--- src/rtl/instr_encoder_pkg.sv ---
`default_nettype none
// ============================================================================
// Module   : instr_encoder_pkg
// Purpose  : Shared definitions for the instruction encoder: descriptor
//            operation codes, MIPS primary opcode / funct constants, FIFO
//            depth and the controller state encoding.
// Config   : ENC_RANGE_CHECK_EN (used by instr_encode_word) enables
//            immediate range checking.
// Revision : 1.0 - initial release
// ============================================================================
package instr_encoder_pkg;

   // Descriptor operation codes (in_op); 13..15 are illegal
   localparam logic [3:0] ENC_OP_ADDU    = 4'd0;
   localparam logic [3:0] ENC_OP_SUBU    = 4'd1;
   localparam logic [3:0] ENC_OP_SLL     = 4'd2;
   localparam logic [3:0] ENC_OP_JR      = 4'd3;
   localparam logic [3:0] ENC_OP_SYSCALL = 4'd4;
   localparam logic [3:0] ENC_OP_ADDIU   = 4'd5;
   localparam logic [3:0] ENC_OP_ORI     = 4'd6;
   localparam logic [3:0] ENC_OP_LW      = 4'd7;
   localparam logic [3:0] ENC_OP_SW      = 4'd8;
   localparam logic [3:0] ENC_OP_BEQ     = 4'd9;
   localparam logic [3:0] ENC_OP_LUI     = 4'd10;
   localparam logic [3:0] ENC_OP_JAL     = 4'd11;
   localparam logic [3:0] ENC_OP_J       = 4'd12;

   // MIPS primary opcodes
   localparam logic [5:0] OPC_SPECIAL = 6'h00;
   localparam logic [5:0] OPC_J       = 6'h02;
   localparam logic [5:0] OPC_JAL     = 6'h03;
   localparam logic [5:0] OPC_BEQ     = 6'h04;
   localparam logic [5:0] OPC_ADDIU   = 6'h09;
   localparam logic [5:0] OPC_ORI     = 6'h0D;
   localparam logic [5:0] OPC_LUI     = 6'h0F;
   localparam logic [5:0] OPC_LW      = 6'h23;
   localparam logic [5:0] OPC_SW      = 6'h2B;

   // MIPS SPECIAL funct codes
   localparam logic [5:0] FUNCT_SLL     = 6'h00;
   localparam logic [5:0] FUNCT_JR      = 6'h08;
   localparam logic [5:0] FUNCT_SYSCALL = 6'h0C;
   localparam logic [5:0] FUNCT_ADDU    = 6'h21;
   localparam logic [5:0] FUNCT_SUBU    = 6'h23;

   // Output FIFO depth (occupancy counter is 2 bits)
   localparam logic [1:0] FIFO_DEPTH = 2'd2;

   // Controller state encoding
   typedef enum logic [1:0] {
      ST_IDLE  = 2'd0,
      ST_RUN   = 2'd1,
      ST_DRAIN = 2'd2
   } enc_state_t;

endpackage
`default_nettype wire

--- src/rtl/instr_encode_word.sv ---
`default_nettype none
// ============================================================================
// Module   : instr_encode_word
// Purpose  : Purely combinational translation of one descriptor into a
//            32-bit MIPS instruction word, with legality / range flags.
// Ports    : op, rs, rt, rd, imm  - descriptor fields
//            word                 - encoded instruction
//            illegal              - op is not a defined ENC_OP_* code
//            range_err            - immediate does not fit the field
// Config   : ENC_RANGE_CHECK_EN - when defined, range_err flags immediates
//            with excess significant bits; otherwise range_err is 0 and the
//            excess bits are simply truncated.
// Revision : 1.0 - initial release
// ============================================================================
module instr_encode_word
   import instr_encoder_pkg::*;
(
   input  logic [3:0]  op,
   input  logic [4:0]  rs,
   input  logic [4:0]  rt,
   input  logic [4:0]  rd,
   input  logic [25:0] imm,
   output logic [31:0] word,
   output logic        illegal,
   output logic        range_err
);

   always_comb begin
      word    = 32'h0000_0000;
      illegal = 1'b0;
      case (op)
         ENC_OP_ADDU:    word = {OPC_SPECIAL, rs, rt, rd, 5'd0, FUNCT_ADDU};
         ENC_OP_SUBU:    word = {OPC_SPECIAL, rs, rt, rd, 5'd0, FUNCT_SUBU};
         ENC_OP_SLL:     word = {OPC_SPECIAL, 5'd0, rt, rd, imm[4:0], FUNCT_SLL};
         ENC_OP_JR:      word = {OPC_SPECIAL, rs, 15'd0, FUNCT_JR};
         ENC_OP_SYSCALL: word = {26'd0, FUNCT_SYSCALL};
         ENC_OP_ADDIU:   word = {OPC_ADDIU, rs, rt, imm[15:0]};
         ENC_OP_ORI:     word = {OPC_ORI,   rs, rt, imm[15:0]};
         ENC_OP_LW:      word = {OPC_LW,    rs, rt, imm[15:0]};
         ENC_OP_SW:      word = {OPC_SW,    rs, rt, imm[15:0]};
         ENC_OP_BEQ:     word = {OPC_BEQ,   rs, rt, imm[15:0]};
         ENC_OP_LUI:     word = {OPC_LUI,   rs, rt, imm[15:0]};
         ENC_OP_JAL:     word = {OPC_JAL,   imm};
         ENC_OP_J:       word = {OPC_J,     imm};
         default:        illegal = 1'b1;
      endcase
   end

`ifdef ENC_RANGE_CHECK_EN
   // Zero-extended fields need clear upper bits; sign-extended fields need
   // the upper bits to replicate bit 15; the shift amount is 5 bits wide.
   always_comb begin
      range_err = 1'b0;
      case (op)
         ENC_OP_ORI, ENC_OP_LUI:
            range_err = (imm[25:16] != 10'd0);
         ENC_OP_ADDIU, ENC_OP_LW, ENC_OP_SW, ENC_OP_BEQ:
            range_err = (imm[25:16] != {10{imm[15]}});
         ENC_OP_SLL:
            range_err = (imm[25:5] != 21'd0);
         default:
            range_err = 1'b0;
      endcase
   end
`else
   assign range_err = 1'b0;
`endif

endmodule
`default_nettype wire

--- src/rtl/instr_encoder.sv ---
`default_nettype none
// ============================================================================
// Module   : instr_encoder
// Purpose  : Program loader that encodes a stream of instruction
//            descriptors into MIPS words and writes them to consecutive
//            instruction-memory addresses through a 2-entry FIFO.
// Ports    : clk, reset (async, active high)
//            start, base_addr                 - begin a load (IDLE only)
//            in_valid/in_ready, in_op, in_rs, in_rt, in_rd, in_imm
//                                             - descriptor handshake
//            imem_we, imem_addr, imem_wdata, imem_ready
//                                             - memory write port
//            busy, done, words_written        - status
//            err_illegal, err_range           - sticky error flags
// Config   : ENC_RANGE_CHECK_EN (see instr_encode_word) enables immediate
//            range checking; err_range stays 0 otherwise.
// Revision : 1.0 - initial release
// ============================================================================
module instr_encoder
   import instr_encoder_pkg::*;
(
   input  logic        clk,
   input  logic        reset,
   input  logic        start,
   input  logic [9:0]  base_addr,
   input  logic        in_valid,
   output logic        in_ready,
   input  logic [3:0]  in_op,
   input  logic [4:0]  in_rs,
   input  logic [4:0]  in_rt,
   input  logic [4:0]  in_rd,
   input  logic [25:0] in_imm,
   output logic        imem_we,
   output logic [9:0]  imem_addr,
   output logic [31:0] imem_wdata,
   input  logic        imem_ready,
   output logic        busy,
   output logic        done,
   output logic [10:0] words_written,
   output logic        err_illegal,
   output logic        err_range
);

   enc_state_t  r_state;
   enc_state_t  w_state_next;

   logic [31:0] r_fifo [0:1];
   logic        r_wr_ptr;
   logic        r_rd_ptr;
   logic [1:0]  r_count;

   logic [9:0]  r_addr;
   logic [10:0] r_words;
   logic        r_err_illegal;
   logic        r_err_range;

   logic [31:0] w_word;
   logic        w_illegal;
   logic        w_range_err;
   logic        w_in_ready;
   logic        w_done;
   logic        w_start_ok;
   logic        w_accept;
   logic        w_push;
   logic        w_pop;

   instr_encode_word u_encode (
      .op        (in_op),
      .rs        (in_rs),
      .rt        (in_rt),
      .rd        (in_rd),
      .imm       (in_imm),
      .word      (w_word),
      .illegal   (w_illegal),
      .range_err (w_range_err)
   );

   // ---------------------------------------------------------------------
   // Controller: state register
   // ---------------------------------------------------------------------
   always_ff @(posedge clk or posedge reset) begin
      if (reset) begin
         r_state <= ST_IDLE;
      end else begin
         r_state <= w_state_next;
      end
   end

   // ---------------------------------------------------------------------
   // Controller: next state and outputs. in_ready depends only on state
   // and occupancy, never on in_valid. done is raised in the DRAIN cycle
   // that finds the FIFO empty, so a coincident start still sees DRAIN
   // and is ignored.
   // ---------------------------------------------------------------------
   always_comb begin
      w_state_next = r_state;
      w_in_ready   = 1'b0;
      w_done       = 1'b0;
      w_start_ok   = 1'b0;
      case (r_state)
         ST_IDLE: begin
            if (start) begin
               w_start_ok   = 1'b1;
               w_state_next = ST_RUN;
            end
         end
         ST_RUN: begin
            w_in_ready = (r_count != FIFO_DEPTH);
            if (in_valid && w_in_ready && (in_op == ENC_OP_SYSCALL)) begin
               w_state_next = ST_DRAIN;
            end
         end
         ST_DRAIN: begin
            if (r_count == 2'd0) begin
               w_done       = 1'b1;
               w_state_next = ST_IDLE;
            end
         end
         default: begin
            w_state_next = ST_IDLE;
         end
      endcase
   end

   // Illegal or out-of-range descriptors are consumed but never buffered
   assign w_accept = in_valid && w_in_ready;
   assign w_push   = w_accept && !w_illegal && !w_range_err;
   assign w_pop    = (r_count != 2'd0) && imem_ready;

   // ---------------------------------------------------------------------
   // FIFO, address / word counter and sticky error flags
   // ---------------------------------------------------------------------
   always_ff @(posedge clk or posedge reset) begin
      if (reset) begin
         r_fifo[0]     <= 32'h0000_0000;
         r_fifo[1]     <= 32'h0000_0000;
         r_wr_ptr      <= 1'b0;
         r_rd_ptr      <= 1'b0;
         r_count       <= 2'd0;
         r_addr        <= 10'd0;
         r_words       <= 11'd0;
         r_err_illegal <= 1'b0;
         r_err_range   <= 1'b0;
      end else begin
         if (w_push) begin
            r_fifo[r_wr_ptr] <= w_word;
            r_wr_ptr         <= ~r_wr_ptr;
         end
         if (w_pop) begin
            r_rd_ptr <= ~r_rd_ptr;
         end
         // Simultaneous push and pop keeps the occupancy unchanged
         case ({w_push, w_pop})
            2'b10:   r_count <= r_count + 2'd1;
            2'b01:   r_count <= r_count - 2'd1;
            default: r_count <= r_count;
         endcase

         // The FIFO is always empty in IDLE, so a start never races a pop
         if (w_start_ok) begin
            r_addr        <= base_addr;
            r_words       <= 11'd0;
            r_err_illegal <= 1'b0;
            r_err_range   <= 1'b0;
         end else begin
            if (w_pop) begin
               r_addr  <= r_addr + 10'd1;   // wraps 1023 -> 0
               r_words <= r_words + 11'd1;
            end
            if (w_accept && w_illegal) begin
               r_err_illegal <= 1'b1;
            end
            if (w_accept && w_range_err) begin
               r_err_range <= 1'b1;
            end
         end
      end
   end

   assign in_ready      = w_in_ready;
   assign imem_we       = (r_count != 2'd0);
   assign imem_addr     = r_addr;
   assign imem_wdata    = r_fifo[r_rd_ptr];
   assign busy          = (r_state != ST_IDLE);
   assign done          = w_done;
   assign words_written = r_words;
   assign err_illegal   = r_err_illegal;
   assign err_range     = r_err_range;

endmodule
`default_nettype wire

--- config.mk ---
export PLATFORM = sky130hd
export DESIGN_NAME = instr_encoder
export DESIGN_NICKNAME = d
export VERILOG_FILES = /design/src/rtl/instr_encoder_pkg.sv /design/src/rtl/instr_encode_word.sv /design/src/rtl/instr_encoder.sv
export SDC_FILE = /design/constraint.sdc
export NUM_CORES = 1
export LEC_CHECK = 0
export BUFFER_PORTS_ARGS = -buffer_cell sky130_fd_sc_hd__buf_4
export CAP_MARGIN = 20
export CORE_MARGIN = 10
export CORE_UTILIZATION = 47
export CTS_BUF_LIST = sky130_fd_sc_hd__clkbuf_8
export CTS_CLUSTER_SIZE = 14
export DETAILED_ROUTE_END_ITERATION = 10
export GPL_TIMING_DRIVEN = 1
export PLACE_DENSITY_LB_ADDON = 0.15
export SETUP_SLACK_MARGIN = 0.3
export SKIP_LAST_GASP = 1
export SLEW_MARGIN = 0
export SYNTH_ARGS = -nofsm -noshare
export SYNTH_HDL_FRONTEND = slang
export SYNTH_SLANG_ARGS = --single-unit
--- constraint.sdc ---
create_clock -name clk -period 4.2 [get_ports clk]
set_input_delay 0.84 -clock clk [delete_from_list [all_inputs] [get_ports clk]]
set_output_delay 0.84 -clock clk [all_outputs]
set_load 0.01 [all_outputs]
==> metrics <==
RSZ-0062 raised after global routing=no; setup bufs post-CTS=0; count leader, synth=dfrtp_1; Simple-Gate Fraction of Synth Area=14.9%; Inserted Diodes=0; P&R area growth vs syn=21.4%; crit-path leading delay family=simple AND/OR/NAND/NOR gates; fraction of layout cells with a size suffix above 1=28.6%; die span in x=between 100 and 150 um; CP max stage delay=between 0.8 and 0.9 ns; reg2reg setup slack=between 1.5 and 2 ns; Via density=~5.5; Die H=between 100 and 150 um; drt wl/cell=approximately 18 um; Mapped Avg Cell Area=9.84 sq um; Rows=38; Hold WS=0.458 ns; I/O pins=119; Non-Filler Instances=773; ys async rst share=100%; Via Count=roughly 4.2k; Initial DRT Pass Iterations=6; CP startpoint kind=input port; met2 wire len=6.83 mm; crit path DAT=3.12 ns; critical path cell sequence=buf_4 -> o211ai_2 -> nand4_1 -> nor2_4 -> buf_4 -> mux2i_1; yosys warns=0; drt drc=0; Reg2Reg Depth=5; worst vdd ir=0.297 mV; share of synthesized area spent on multiplexers=between 15 and 20%; CTS clk-pin slew, worst paths=0.09 ns; worst skew pair latency=0.37 ns; fin nets=691; final worst path period share=around two thirds; Cells after Synth=532; Reg-to-Reg End=r_fifo[52]; Num Clock Sinks=90; Starting Density=48.1%; CP Buf/Inv Count=2; FF-to-FF Start=r_state[1]; xor/xnor share of the synthesized area=~4.2%; post-synth cell types=55; max cap viols=0; CTS Hold Bufs=0; DP Cell Count=between 700 and 800; leakage=2.90 nW; synth top area cells=dfrtp_1, mux2_2, mux2_1, mux2i_1, nand2_1; Iter 0 DRT Violations=253; Detail Placement HPWL=9.86 mm; CP Max Fanout=43; Slew Viols, Final=0; die area=approximately 0.016 sq mm; Fmax=~0.36 GHz; htree depth=3; Post-Route M1 WL=5.88 mm; Final min period=around 2.8 ns; post-synth top area share=43.0%; Compound-Gate Fraction of Synth Area=~15%; top sig layer=met4; PostCTS Resize Cnt=0; total core area=0.0109 sq mm; Synth Area in Adders=0.717%; status=complete, no violations; Port Buf Inserts=116; power per cell area=616 mW/mm^2; Post-Route Setup TNS=0 ns; # setup viols final=0; Worst Hold Class=in2async; endpoint class of the critical path=register; CTS Buf Count=9; Final ANT Viol Nets=0; antenna violations before repair=0; Clock Tree Root=clkbuf_8; Most common cell on crit path=buf_4; GPL Wtd Cong=0.824; routed wl met3=769 um; Slew Limit Headroom=37.4%; Post-synth EDFFs=0; largest net degree at the start of global routing=55; Seq/Total Area, Yosys=between 40% and 50%; critical path's slowest cell=nor2_4; largest family of logic cells by synthesized area=multiplexers; CP required=~4.5 ns; Routed Wire Length=13.6 mm; first-pass GRT wire length=22.2 mm; final hold viol count=0; synthesis-stage register bit count=90; post-synth top area cell=dfrtp_1; vias in the first global route=4,296; CTS tree=yes; Commonest cells post-synth=dfrtp_1, nand2_1, mux2_2; gr ovfl total=0; fill count=around 960; WS Path Type=in2reg; Most used DFF post-synth=dfrtp_1; Final Util=58.3%; Tot GR Track Use=16.8%; Worst Skew=~0.0075 ns; Post-Syn Area=0.00523 sq mm; Slew @ Worst Pin=0.938 ns; power consumption=about 3.9 mW; Max Buffers Root-to-Sink=2
-- worst register-to-register path: stages (launching register included) --
cell and delay, ns:
dfrtp_1 0.40, nor2b_1 0.23, nand4_1 0.48, nor2_4 0.82, buf_4 0.30, mux2i_1 0.19
-- flip-flops by register name (all words and copies together) (netlist names) --
name,cells
r_fifo,62
words_written,11
imem_addr,10
r_count,2
r_state,2
err_illegal,1
r_rd_ptr,1
r_wr_ptr,1
-- stage by stage --
| stage | setup slack [ns] | instance area, sq um |
|---|---|---|
| floorplan | 1.02 | 5240 |
| global placement | 1.08 | 6130 |
| detailed placement | 0.958 | 6130 |
| CTS | 1.36 | 6350 |
| global route | 1.20 | 6350 |
| finish | 1.38 | 6350 |
-- report_power, final --
group | switching, mW | internal [mW] | total (mW)
combinational | 0.882 | 0.910 | 1.79
clock | 0.311 | 0.347 | 0.658
sequential | 0.232 | 1.23 | 1.46
-- how the worst max path moves through the flow --
stage                     startpoint     endpoint  depth (start not counted)
after floorplan                reset  err_illegal                          1
after global placement      in_op[0]   r_fifo[49]                          6
after detailed placement    in_op[0]   r_fifo[49]                          6
after CTS                   in_op[0]   r_fifo[52]                          6
after global routing        in_op[0]   r_fifo[48]                          6
final                       in_op[0]   r_fifo[52]                          6
-- placed cells by master (no fill, tap or decap), drive strengths merged, types with 2 or more instances in the layout --
cell type	synthesis	final
or2	2	2
a32oi	5	5
xnor2	19	19
nand4	6	6
mux2	56	56
a221oi	5	5
nand2b	5	5
and3b	9	9
o22ai	7	7
nor2	23	23
clkbuf	10	10
a21oi	13	13
nor2b	18	18
nand3	11	11
o31ai	2	2
xor2	6	6
clkinvlp	0	2
or3b	5	5
o2bb2ai	2	2
a31o	6	6
nor4	5	5
bufinv	0	2
o21ai	53	53
o211ai	12	12
a21o	6	6
dfrtp	90	90
a2bb2oi	5	5
nor3b	6	6
buf	29	123
inv	27	28
mux2i	18	18
ha	3	3
a22oi	6	6
nor3	7	7
nand2	46	46
conb	1	2
-- kinds of logic after synthesis --
| group | Yosys count |
|---|---|
| xor+xnor | 25 |
| flops | 90 |
| mux | 74 |
| other cells | 1 |
| fa+ha+maj | 3 |
| simple gates | 147 |
| buf+inv | 66 |
| compound gates | 126 |
-- area by class of cell --
type / instances / area, sq um / share of cell area, %
Sequential cell: 90 / 2250 / 35.5
Tap cell: 140 / 175 / 2.76
Clock inverter: 6 / 82.6 / 1.30
Clock buffer: 10 / 138 / 2.17
Inverter: 27 / 103 / 1.62
Timing Repair Buffer: 123 / 923 / 14.5
Multi-Input combinational cell: 377 / 2680 / 42.1
-- metal layers --
metal / GRT usage, % / vias up
li1: - / 2068
met1: 20.3 / 2065
met2: 28.5 / 104
met3: 5.03 / 11
met4: 4.54 / 0
met5: 0 / -
Power figures use the tool's default switching activity.
